**config.mk**
```make
export PLATFORM = sky130hd
export DESIGN_NAME = sram_wr_serializer
export DESIGN_NICKNAME = d
export VERILOG_FILES = /design/src/rtl/sram_wr_serializer.sv
export SDC_FILE = /design/constraint.sdc
export NUM_CORES = 1
export LEC_CHECK = 0
export ABC_AREA = 0
export ABC_CLOCK_PERIOD_IN_PS = 2900
export CAP_MARGIN = 15
export CORE_MARGIN = 4
export CORE_UTILIZATION = 54
export CTS_CLUSTER_DIAMETER = 120
export DETAILED_ROUTE_END_ITERATION = 10
export GPL_ROUTABILITY_DRIVEN = 0
export GPL_TIMING_DRIVEN = 0
export PLACE_DENSITY = 0.83
export RECOVER_POWER = 100
export REMOVE_ABC_BUFFERS = 1
export SKIP_LAST_GASP = 1
export SYNTH_ARGS = -nofsm -noshare
export SYNTH_HDL_FRONTEND = slang
export SYNTH_SLANG_ARGS = --single-unit
```
**constraint.sdc**
```tcl
create_clock -name clk -period 2.9 [get_ports clk]
set_input_delay 0.58 -clock clk [delete_from_list [all_inputs] [get_ports clk]]
set_output_delay 0.58 -clock clk [all_outputs]
set_load 0.02 [all_outputs]
```
**src/rtl/sram_wr_serializer.sv**
```systemverilog
// Write-side front end for a 2W register SRAM: compacts up to four lane writes per
// cycle into an ordered circular queue and drains two per cycle onto registered ports.
// Optional stall counter output enabled by defining SRAM_WR_SERIALIZER_STATS_EN.
module sram_wr_serializer #(
  parameter int SRAM_INDEX  = 4,
  parameter int SRAM_WIDTH  = 8,
  parameter int QUEUE_DEPTH = 8,
  parameter int QUEUE_INDEX = 3
) (
  input  logic                   clk,
  input  logic                   reset,
  input  logic                   flush_i,
  input  logic                   in_valid_i,
  output logic                   in_ready_o,
  input  logic                   we0_i,
  input  logic                   we1_i,
  input  logic                   we2_i,
  input  logic                   we3_i,
  input  logic [SRAM_INDEX-1:0]  addr0_i,
  input  logic [SRAM_INDEX-1:0]  addr1_i,
  input  logic [SRAM_INDEX-1:0]  addr2_i,
  input  logic [SRAM_INDEX-1:0]  addr3_i,
  input  logic [SRAM_WIDTH-1:0]  data0_i,
  input  logic [SRAM_WIDTH-1:0]  data1_i,
  input  logic [SRAM_WIDTH-1:0]  data2_i,
  input  logic [SRAM_WIDTH-1:0]  data3_i,
  output logic [SRAM_INDEX-1:0]  addr0wr_o,
  output logic [SRAM_INDEX-1:0]  addr1wr_o,
  output logic [SRAM_WIDTH-1:0]  data0wr_o,
  output logic [SRAM_WIDTH-1:0]  data1wr_o,
  output logic                   we0_o,
  output logic                   we1_o,
`ifdef SRAM_WR_SERIALIZER_STATS_EN
  output logic [15:0]            stall_cnt_o,
`endif
  output logic [QUEUE_INDEX:0]   count_o
);

  localparam int NUM_LANES = 4;
  localparam int CW        = QUEUE_INDEX + 1;

  typedef struct packed {
    logic [SRAM_INDEX-1:0] addr;
    logic [SRAM_WIDTH-1:0] data;
  } entry_t;

  logic [NUM_LANES-1:0]                 we_l;
  logic [NUM_LANES-1:0][SRAM_INDEX-1:0] addr_l;
  logic [NUM_LANES-1:0][SRAM_WIDTH-1:0] data_l;
  logic [NUM_LANES-1:0][2:0]            off;
  logic [NUM_LANES-1:0][QUEUE_INDEX-1:0] wslot;
  logic [2:0]                           n_in, n_acc;
  logic [1:0]                           n_out;
  logic                                 accept;

  logic [QUEUE_INDEX-1:0] head, tail, head1;
  logic [CW-1:0]          count;
  entry_t                 mem [QUEUE_DEPTH];

  assign we_l   = {we3_i, we2_i, we1_i, we0_i};
  assign addr_l = {addr3_i, addr2_i, addr1_i, addr0_i};
  assign data_l = {data3_i, data2_i, data1_i, data0_i};

  // Compaction: each enabled lane lands at tail + (number of enabled lanes below it).
  always_comb begin
    off[0] = 3'd0;
    for (int i = 1; i < NUM_LANES; i++)
      off[i] = off[i-1] + {2'b0, we_l[i-1]};
  end
  assign n_in = off[NUM_LANES-1] + {2'b0, we_l[NUM_LANES-1]};

  for (genvar g = 0; g < NUM_LANES; g++) begin : g_lane
    assign wslot[g] = tail + QUEUE_INDEX'(off[g]);
  end

  assign in_ready_o = (count <= CW'(QUEUE_DEPTH - 4)) && !flush_i;
  assign accept     = in_valid_i && in_ready_o;
  assign n_acc      = accept ? n_in : 3'd0;
  assign n_out      = (count == '0) ? 2'd0 : (count == CW'(1)) ? 2'd1 : 2'd2;
  assign head1      = head + QUEUE_INDEX'(1);
  assign count_o    = count;

  // Queue storage carries no reset; occupancy is tracked by head/tail/count only.
  always_ff @(posedge clk) begin
    for (int i = 0; i < NUM_LANES; i++)
      if (accept && we_l[i]) mem[wslot[i]] <= '{addr: addr_l[i], data: data_l[i]};
  end

  always_ff @(posedge clk or negedge reset) begin
    if (!reset) begin
      head      <= '0;
      tail      <= '0;
      count     <= '0;
      we0_o     <= 1'b0;
      we1_o     <= 1'b0;
      addr0wr_o <= '0;
      addr1wr_o <= '0;
      data0wr_o <= '0;
      data1wr_o <= '0;
    end else if (flush_i) begin
      head  <= '0;
      tail  <= '0;
      count <= '0;
      we0_o <= 1'b0;
      we1_o <= 1'b0;
    end else begin
      head  <= head + QUEUE_INDEX'(n_out);
      tail  <= tail + QUEUE_INDEX'(n_acc);
      count <= count + CW'(n_acc) - CW'(n_out);
      we0_o <= (n_out != 2'd0);
      we1_o <= (n_out == 2'd2);
      if (n_out != 2'd0) begin
        addr0wr_o <= mem[head].addr;
        data0wr_o <= mem[head].data;
      end
      // Port 1 always carries the younger entry so later-port-wins keeps order.
      if (n_out == 2'd2) begin
        addr1wr_o <= mem[head1].addr;
        data1wr_o <= mem[head1].data;
      end
    end
  end

`ifdef SRAM_WR_SERIALIZER_STATS_EN
  always_ff @(posedge clk or negedge reset) begin
    if (!reset)                                       stall_cnt_o <= '0;
    else if (flush_i)                                 stall_cnt_o <= '0;
    else if (in_valid_i && !in_ready_o && stall_cnt_o != 16'hFFFF)
      stall_cnt_o <= stall_cnt_o + 16'd1;
  end
`endif

endmodule

```
## Word-level counts from Yosys, hierarchy flattened

Memories as Yosys holds them, arrays and structs flattened. A register that Yosys moved wholly into a read port is not among the register bits.
Index checks and enable logic that the tools add are counted.

| word-level totals | value |
|---|---|
| bits in registers | 12 |
| RAM bits | 96 |
| output and inout bits | 31 |
| logic and storage cells | 50 |
| memories | 1 |

Memories:

| name | depth | width | rd ports | clocked after memory_dff | wr ports | line | text |
|---|---|---|---|---|---|---|---|
| mem | 8 | 12 | 2 | 2 | 4 | 58 | `entry_t mem [QUEUE_DEPTH];` |

| operators by class | value |
|---|---|
| add/subtract/negate cells | 11 |
| magnitude comparators | 1 |
| equality and inequality tests | 2 |
| muxes and demuxes | 16 |
| bitwise operators | 1 |
| reduce and logical (&&, ||, !) cells | 13 |

Operators by type and width:

| kind | number |
|---|---|
| $mux W1 | 10 |
| $mux W3 | 3 |
| $add A3 B1 Y3 | 2 |
| $add A3 B2 Y3 | 2 |
| $add A3 B3 Y3 | 2 |
| $logic_and A1 B1 Y1 | 6 |
| $add A4 B3 Y4 | 1 |
| $eq A4 B1 Y1 const B | 1 |
| $le A4 B3 Y1 const B | 1 |
| $logic_not A4 Y1 | 1 |
| $mux W2 | 2 |
| $mux W4 | 1 |
| $reduce_and A2 Y1 | 2 |
| $sub A4 B2 Y4 | 1 |
| $add A2 B1 Y3 | 1 |
| $add A3 B1 Y3 const B | 1 |
| $logic_not A1 Y1 | 3 |
| $add A1 B1 Y2 | 1 |
| $eq A2 B2 Y1 const B | 1 |
| $reduce_bool A2 Y1 | 1 |
| $not A1 Y1 | 1 |

## Depth between registers and ports, before layout

| logic depth | value |
|---|---|
| word-level depth | 7 |
| depth in mapped cells | 11 |
| mapped depth without buffers | 11 |

## Worst setup path after synthesis

Ideal clock, no wire load.

| path | value |
|---|---|
| path type | input -> register |
| from | in we0_i |
| to | mem mem[7][0] in the netlist's numbering (enable) |
| setup time | 0.350 ns |
| arrival time | 3.135 ns |
| required time | 2.550 ns |
| setup slack | -0.586 ns |
| stages on the path | 9 |
| buffers on the path | 1 |
| cells stage by stage | fa_1 -> ha_1 -> fa_1 -> xnor3_1 -> nand2b_1 -> nor2_1 -> clkbuf_1 -> a21oi_1 -> nand2_1 |

RTL lines:

| what | line | text |
|---|---|---|
| start: declaration | 15 | `input logic we0_i,` |
| end: declaration | 58 |  |

==> impl_metrics.ini <==
[status]
outcome = complete, but fails checks
violations = design-rule violations, max-capacitance violations, max-slew violations, negative setup slack

[place]
hpwlAfterDp_um = 19100
dp_slack_ps = -2350
portBuffers = 86

[logic_synthesis]
synth_warnings = 0
synthTopCellsByCount = 120 x mux2i_1, 108 x nand2_1, 96 x edfxtp_1
netlist_area_mm2 = 0.00979
avgSynthCellArea_um2 = 11.3
yosys.area.top_type = edfxtp_1
synth-seq-cells = 132
ys_async_sr_fraction = 0.273
synth.distinct_cells = 49
synth-main-ff-cell = edfxtp_1
synth_edf_count = 96
synth_most_common_cell = mux2i_1
yosysSeqAreaShare = 0.386
synth_top_area_share = 0.294
syn_inst = 864
synthTopCellsByArea = edfxtp_1 29%, mux2i_1 12%, mux4_2 11%, mux2_2 9.4%, dfrtp_1 9.2%

[clocking]
cts_buffers = 17
cts_sinks = 132
holdBufCountCts = 0
clk_latency_ps = 430
cts_root_buf = clkbuf_16
htreeDepth = 4
path_clk_slew_ps = 60
cts_tree = yes
clockBufferDepth = 2

[detailed_routing]
routedWlPerCell_um = 28.3
vias = 8512
vias_per_cell = 7.06
drc_errors = 42
drt_wl_total_um = 34100
ant_nets = 0
firstDrtPassIters = 11
first_iter_violations = 1534

[pwr]
power.density_mw_per_mm2 = 693
p_leak_uw = 0.00447
ir_worst_vdd_uv = 806
power_uw = 8470

[sta]
hold_violations = 0
finalCritPeriodShare = 1.06
grt_setup_unrepaired = true
finalSetupViolCount = 61
fmax_ghz = 0.327
setup_tns_ps = -3010
clock_skew_ps = 8.61
drv_slew = 37
maxSlewHeadroom = -0.457
period_needed_ps = 3060
tightestPinTransition_ps = 2190
holdWs_ps = 479
setup_slack_ps = -161

[cells_and_area]
syn_to_final_growth_pct = 24.9
final_nets = 1049
fin_util = 0.698
antenna_cells = 0
drive_above_1_share = 0.302

[setup_path]
cp.depth = 8
worstSetupEndpointType = register
crit_path_start_kind = register
crit_type = reg2reg
r2r_slack_ps = -160
timing.rr.start = tail[0]$_DFF_PN0_
cp.buffers_inverters = 1
worstSetupEndpoint = mem[0][0]$_DFFE_PP_
max_stage_delay_ps = 540
reg2reg_depth = 8
regToRegEndpoint = mem[0][0]$_DFFE_PP_
cp.arrival_ps = 3240
crit_chain = ha_1, ha_1, nor3b_1, nand4_1, buf_4, mux2_2, mux2i_1, o21ai_0
startpoint = tail[0]$_DFF_PN0_
crit_fanout = 12
cpMostUsedCell = ha_1
crit_required_ps = 3080
critPathTopFamily = simple AND/OR/NAND/NOR gates
slowest_stage = nor3b_1

[die]
core_mm2 = 0.0175
ios = 87
rows = 48
die_x_um = 143
die_area_mm2 = 0.0203
start_util = 0.558
die_y_um = 143

[flow_run]
cap_violations = 1

[grt]
antenna_found_initial = 0
grt_pass1_wl_um = 49300
grt_pass1_vias = 8309
grt_max_degree = 37
overflow = 0
grt_usage = 0.325

[min_path]
hp-class = reg2reg
min_delay_path_depth = 2
-- area by class of cell --
type | count | area (µm²)
Fill cell | 1158 | 5300
Sequential cell | 132 | 3780
Clock inverter | 8 | 97.6
Inverter | 13 | 48.8
Clock buffer | 24 | 502
Timing Repair Buffer | 164 | 1660
Tap cell | 225 | 282
Multi-Input combinational cell | 640 | 5860
-- per-stage QoR --
step	cells	cell area [µm²]
floorplan	781	9380
global placement	1092	10500
detailed placement	1112	10900
CTS	1196	12100
global route	1206	12200
finish	1206	12200
-- cell usage in the layout (no fill, tap or decap), types with 3 or more instances in the layout --
cell               n
nand2_4            3
o21ai_0           58
ha_1              12
nand4_1           10
nor2_4             7
mux2i_1          120
dfrtp_1           35
o22ai_1            4
buf_4             53
clkbuf_1           3
mux2_2            82
o21ai_1           40
ha_4               3
a211oi_1          12
mux4_2            48
a21oi_2            3
buf_12             8
nand2_1          104
clkbuf_8           5
buf_6              9
a21oi_1           15
clkbuf_16         17
a21o_1            13
ha_2               3
clkdlybuf4s50_1   81
fa_1               5
nand2b_1           4
nand2_2            3
nor2_1            20
nor2b_1            5
edfxtp_1          96
xnor2_1            5
nand2b_4           3
nor3_1            15
nor4_4             4
or3_4              4
inv_1             12
buf_8             10
-- repair_timing --
item / 4_1_cts / 5_1_grt
setup endpoints to repair: 199 / 125
setup buffers: 48 / 10
pin swaps: 35 / 10
gates cloned: 4 / 0
resized for setup: 66 / 14
-- worst min path at each step --
stage / from / end / slack, ps
after global placement: data1wr_o[5]$_DFFE_PN0P_ / data1wr_o[5]$_DFFE_PN0P_ / 460
after CTS: reset / data1wr_o[3]$_DFFE_PN0P_ / 320
after global routing: data1wr_o[3]$_DFFE_PN0P_ / data1wr_o[3]$_DFFE_PN0P_ / 510
final: data1wr_o[6]$_DFFE_PN0P_ / data1wr_o[6]$_DFFE_PN0P_ / 480
after floorplan: reset / addr0wr_o[0]$_DFFE_PN0P_ / 280
after detailed placement: data1wr_o[6]$_DFFE_PN0P_ / data1wr_o[6]$_DFFE_PN0P_ / 470
-- report_power, final --
part | switching [µW] | total, µW | internal (µW)
Sequential | 319 | 2690 | 2370
Clock | 823 | 2200 | 1380
Combinational | 1840 | 3590 | 1750
-- logic make-up after synthesis --
logic type               count (synthesis)  share of synthesized area
AND/OR/NAND/NOR                        195                     0.0974
adder cells (fa/ha/maj)                 25                     0.0373
flip-flops                             132                      0.386
multiplexers                           252                      0.330
AO/OA/AOI/OAI                          151                     0.0859
buffers and inverters                   96                     0.0472
XOR/XNOR                                13                     0.0161
-- registers in the layout, summed over array words and instances, names as in the netlist --
name	cells
we1_o	1
addr0wr_o	4
tail	3
addr1wr_o	4
mem	96
data0wr_o	8
we0_o	1
data1wr_o	8
count_o	4
head	3
-- tightest hold or removal path, cell delays in order (launching register included) --
cell	delay, ps
dfrtp_1	340
nand2_1	40
o21ai_0	60
-- per-layer routing --
layer  routed length [µm]  GRT usage  vias up
li1                     -          -     3445
met1                11700      0.421     4048
met2                15400      0.501      778
met3                 4950      0.101      241
met4                 2040      0.151        0
met5                    0          0        -
Power figures use the tool's default switching activity.
